--- config.mk ---
export PLATFORM = sky130hd
export DESIGN_NAME = keypad_emulator
export DESIGN_NICKNAME = d
export VERILOG_FILES = /design/src/rtl/keypad_emulator.sv
export SDC_FILE = /design/constraint.sdc
export NUM_CORES = 1
export LEC_CHECK = 0
export ABC_AREA = 1
export CAP_MARGIN = 5
export CORE_AREA = 2 2 96 79
export DETAILED_ROUTE_END_ITERATION = 6
export DIE_AREA = 0 0 98 81
export PLACE_DENSITY = 0.72
export SLEW_MARGIN = 10
export SYNTH_ARGS = -nofsm -noshare
export SYNTH_HDL_FRONTEND = slang
export SYNTH_SLANG_ARGS = --single-unit
--- constraint.sdc ---
create_clock -name CLK -period 2 [get_ports CLK]
set_input_delay 0.3 -clock CLK [delete_from_list [all_inputs] [get_ports CLK]]
set_output_delay 0.3 -clock CLK [all_outputs]
set_load 0.05 [all_outputs]
--- src/rtl/keypad_emulator.sv ---
// keypad_emulator: emulates one 4x4 matrix keypad switch press (bounce, hold, release bounce, gap); ports CLK/RST, key_valid/key_code/key_ready handshake, cancel, row strobes V in, column returns H out, busy, done
module keypad_emulator #(
  parameter int HOLD_CYC      = 200000,
  parameter int GAP_CYC       = 200000,
  parameter int BOUNCE_CYC    = 20000,
  parameter int BOUNCE_TOGGLE = 2500,
  parameter int CW            = 24
) (
  input  logic       CLK,
  input  logic       RST,
  input  logic       key_valid,
  input  logic [3:0] key_code,
  output logic       key_ready,
  input  logic       cancel,
  input  logic [3:0] V,
  output logic [3:0] H,
  output logic       busy,
  output logic       done
);
  localparam logic [2:0] IDLE = 3'd0, BIN = 3'd1, HOLD = 3'd2, BOUT = 3'd3, GAP = 3'd4;
  localparam logic [CW-1:0] BL = CW'(BOUNCE_CYC - 1);
  localparam logic [CW-1:0] HL = CW'(HOLD_CYC - 1);
  localparam logic [CW-1:0] GL = CW'(GAP_CYC - 1);
  localparam logic [CW-1:0] TL = CW'(BOUNCE_TOGGLE - 1);
  logic [2:0] state, nxt;
  logic [CW-1:0] cnt, tcnt, lim;
  logic contact, bounce, last;
  logic [1:0] r, c;
  always_comb begin
    bounce = state == BIN || state == BOUT;
    lim = bounce ? BL : state == HOLD ? HL : GL;
    last = cnt == lim;
    nxt = state == BIN ? HOLD :
          state == HOLD ? (BOUNCE_CYC == 0 ? GAP : BOUT) :
          state == BOUT ? GAP : IDLE;
    key_ready = state == IDLE;
    busy = ~key_ready;
    done = state == GAP && cnt == GL;
    H = (contact && !V[r]) ? ~(4'b0001 << c) : 4'hF;
  end
  always_ff @(posedge CLK) begin
    if (RST) begin
      state <= IDLE;
      cnt <= '0;
      tcnt <= '0;
      contact <= 1'b0;
      r <= 2'd0;
      c <= 2'd0;
    end else begin
      cnt <= cnt + 1'b1;
      tcnt <= (tcnt == TL) ? '0 : tcnt + 1'b1;
      if (bounce && tcnt == TL) contact <= ~contact;
      if (state == IDLE) begin
        cnt <= '0;
        if (key_valid) begin
          r <= key_code[3:2];
          c <= key_code[1:0];
          tcnt <= '0;
          contact <= 1'b1;
          state <= (BOUNCE_CYC == 0) ? HOLD : BIN;
        end
      end else if (cancel && state != GAP) begin
        state <= GAP;
        cnt <= '0;
        contact <= 1'b0;
      end else if (last) begin
        state <= nxt;
        cnt <= '0;
        tcnt <= '0;
        contact <= state == BIN;
      end
    end
  end
endmodule

==> flow_metrics.tcl, run 1 <==
set metrics [dict create \
    numClockSinks 56 \
    gpl.final_weighted_congestion 0.851 \
    grtUsageTotal_pct 15.7 \
    fp-row-count 28 \
    syn-instance-count 428 \
    timing.max_slew.rel_slack_pct 67.5 \
    p_int_mw 1.70 \
    routed-via-count 2640 \
    number_of_distinct_library_cells_after_synthesis 33 \
    die-width_um 98 \
    power_switching_share_pct 37.5 \
    synthDominantCellAreaShare_pct 36.5 \
    hold_buffers 0 \
    rsz0062_at_grt "true" \
    cp_slowest_stage_delay_ns 0.36 \
    critPathMaxFanout 3 \
    worstSetupEndpointType "output pin" \
    worstPathCellList "ha_2 -> nand2_2 -> nor3_4 -> inv_2 -> nor4_4 -> buf_12" \
    syn-num-nets 442 \
    syn_to_final_growth_pct 12.3 \
    synth-edff-count 0 \
    worstSkewPairLatency_ns 0.31 \
    worst_ir_drop_vdd_mv 0.380 \
    gr-max-usage-layer "met2" \
    drc_errors 0 \
    fmax_mhz 518 \
    finalSetupTns_ns 0 \
    netlist_top_cells_area "sky130_fd_sc_hd__dfxtp_1, sky130_fd_sc_hd__nand2_1, sky130_fd_sc_hd__nor2_1" \
    post_syn_area_sq_um 3070 \
    gr-total-overflow 0 \
    critPathSlowestCell "sky130_fd_sc_hd__dfxtp_2" \
    number_of_antenna_violations_at_the_first_check_in_global_routing 0 \
    die_h_um 81 \
    worst_case_clock_skew_ns 0.00859 \
    outcome "complete, no violations" \
    power_density_nw_per_um2 787 \
    seq_power_share_pct 46.8 \
    start_util_pct 43.2 \
    worst-endpoint-arrival_ns 1.63 \
    crit_required_ns 1.70 \
    tightest_slew_ns 0.487 \
    final.period_utilization_pct 96.5 \
    wire_per_inst_um 11.1 \
    final_core_utilization_pct 48.5 \
    net-switching-power_mw 1.02 \
    clock-root-buffer "sky130_fd_sc_hd__clkbuf_8" \
    cts.reportedPaths.clkPinSlew_ns 0.10 \
    synth_area_leader_cell "sky130_fd_sc_hd__dfxtp_1" \
    worst-setup-path-type "flip-flop to output pin" \
    slew_violations 0 \
    grt.met3_usage_pct 3.70 \
    design.final.nets 467 \
    grt_max_degree 25 \
    cts-buffers-inserted 5 \
    final-hold-violation-count 0 \
    synth.ff_latch_count 56 \
    worstSetupStartpointType "flip-flop" \
    dominantRegCellSynth "sky130_fd_sc_hd__dfxtp_1" \
    drive_above_1_share_pct 17.7 \
    first_global_vias 2372 \
    dieArea_sq_um 7940 \
    port-buffer-count 18 \
    detail-route-antenna-nets 0 \
    proportion_of_register_bits_with_asynchronous_set_or_reset_after_synthesis_pct 0 \
    global_route.usage.met1_pct 21.9 \
    io-pin-count 19 \
    p_comb_share_pct 31.2 \
    setup_viol 0 \
    global_route_wire_length_before_repair_um 10300 \
    h-tree-depth 2 \
    clkPwrFrac_pct 21.9 \
    coreArea_sq_um 7110 \
    synthesized_area_divided_by_synthesized_cell_count_sq_um 7.17 \
    ff2ff_setup_slack_ns 0.18 \
    leakage_nw 1.32 \
    route.detailed.vias_per_inst 4.86 \
    antenna_cells 0 \
    min-delay-path-class "flip-flop to flip-flop" \
    routed_wirelength_um 6050 \
    global_route.usage.met2_pct 25.2 \
    detailedPlacementHpwl_um 4720 \
    drt_pass1_iterations 4 \
    syn_warnings 0 \
    cap_viol_max_count 0 \
    max-clock-path-buffers 2 \
    clock_tree_from_tritoncts "done" \
    finalWorstPathRequiredPeriod_ns 1.93 \
    drt-initial-drc-count 145 \
    seq_area_frac_synth_pct 36.5 \
]
[logic make-up after synthesis]
kind of cell	after synthesis	synth area share [%]
simple gates	244	40.5
buf+inv	67	9.05
flops	56	36.5
compound gates	33	5.66
xor+xnor	26	7.42
fa+ha+maj	2	0.815
[cells in the final DEF (no fill, tap or decap), drive strengths merged, types with 10 or more instances in the layout]
cell,count
nor3,17
xor2,16
nand3,26
clkdlybuf4s50,11
xnor2,10
inv,63
o21ai,12
nand4,13
buf,11
a21oi,17
nor2,93
nand2,84
dfxtp,56
[registers in the layout, summed over array words and instances (netlist names)]
signal,flops
tcnt,24
c,2
cnt,24
r,2
contact,1
state,3
[metrics by stage]
stage / hold WS (ns) / worst slack, ns / instances / area (sq um) / total power, mW
after CTS: 0.464 / 0.0324 / 543 / 3440 / 2.74
after global placement: 0.430 / 0.134 / 535 / 3350 / 2.12
after floorplan: 0.369 / 0.176 / 428 / 3090 / 1.95
final: 0.429 / 0.0705 / 543 / 3450 / 2.71
after global routing: 0.450 / -0.0506 / 543 / 3450 / 2.88
after detailed placement: 0.440 / 0.0970 / 535 / 3350 / 2.14
[critical path, delay by kind of cell, from the launching register on]
kind	cells	cell delay [ns]
flops	1	0.36
simple gates	3	0.53
fa+ha+maj	1	0.19
buf+inv	2	0.25
[synth_stat cells (5+ instances only)]
cell,number
sky130_fd_sc_hd__nand4_1,11
sky130_fd_sc_hd__nor2_2,23
sky130_fd_sc_hd__nand2_2,9
sky130_fd_sc_hd__nor3_2,6
sky130_fd_sc_hd__nand3_1,23
sky130_fd_sc_hd__xor2_1,16
sky130_fd_sc_hd__nand2_1,75
sky130_fd_sc_hd__nor2_1,69
sky130_fd_sc_hd__o21ai_0,10
sky130_fd_sc_hd__xnor2_1,10
sky130_fd_sc_hd__dfxtp_1,56
sky130_fd_sc_hd__nor3_1,8
sky130_fd_sc_hd__inv_1,58
sky130_fd_sc_hd__inv_2,5
sky130_fd_sc_hd__a21oi_1,17
[path summary, 6_finish.rpt]
kind | end | start | cells past startpoint
worst min-delay path | cnt[0]$_SDFF_PP0_ | cnt[0]$_SDFF_PP0_ | 1
worst min register to register | cnt[0]$_SDFF_PP0_ | cnt[0]$_SDFF_PP0_ | 1
worst max register to register | tcnt[8]$_SDFF_PP0_ | state[0]$_SDFFE_PP0P_ | 8
worst max-delay path | done | cnt[0]$_SDFF_PP0_ | 6
[per-layer routing]
layer | vias up | wire length, um | part of all wire (%)
li1 | 1401 | - | -
met2 | 41 | 2580 | 43
met3 | 5 | 298 | 4.9
met1 | 1193 | 3140 | 52
met5 | - | 0 | 0
met4 | 0 | 34 | 0.56
[area by class of cell]
class / count / area (sq um)
inverters: 63 / 236
fillers: 713 / 3660
clock buffers: 5 / 68.8
flip-flops and latches: 56 / 1120
repair buffers: 22 / 205
multi-input cells: 305 / 1690
well taps: 90 / 113
clock inverters: 2 / 12.5
[power by group through the flow]
stage | sequential (mW) | combinational (mW) | clock [mW]
global placement | 1.29 | 0.833 | 0
finish | 1.27 | 0.848 | 0.595
floorplan | 1.28 | 0.675 | 0
CTS | 1.27 | 0.852 | 0.623
global route | 1.28 | 0.940 | 0.654
detailed placement | 1.29 | 0.849 | 0
[what timing repair did]
item | 4_1_cts | 5_1_grt
buffers inserted | 1 | 0
gates resized for setup | 0 | 4
pin swaps | 2 | 1
setup endpoints to repair | 1 | 10
No activity file was read; power rests on OpenSTA's default activity.
==> run 2, diff against run 1 <==
--- a/config.mk
+++ b/config.mk
@@ -11,7 +11,7 @@
 export DETAILED_ROUTE_END_ITERATION = 6
 export DIE_AREA = 0 0 98 81
 export PLACE_DENSITY = 0.72
-export SLEW_MARGIN = 10
+export SLEW_MARGIN = 0
 export SYNTH_ARGS = -nofsm -noshare
 export SYNTH_HDL_FRONTEND = slang
 export SYNTH_SLANG_ARGS = --single-unit
==> results of run 2 <==
The final DEF is identical to that of run 1; final timing and power are the same.
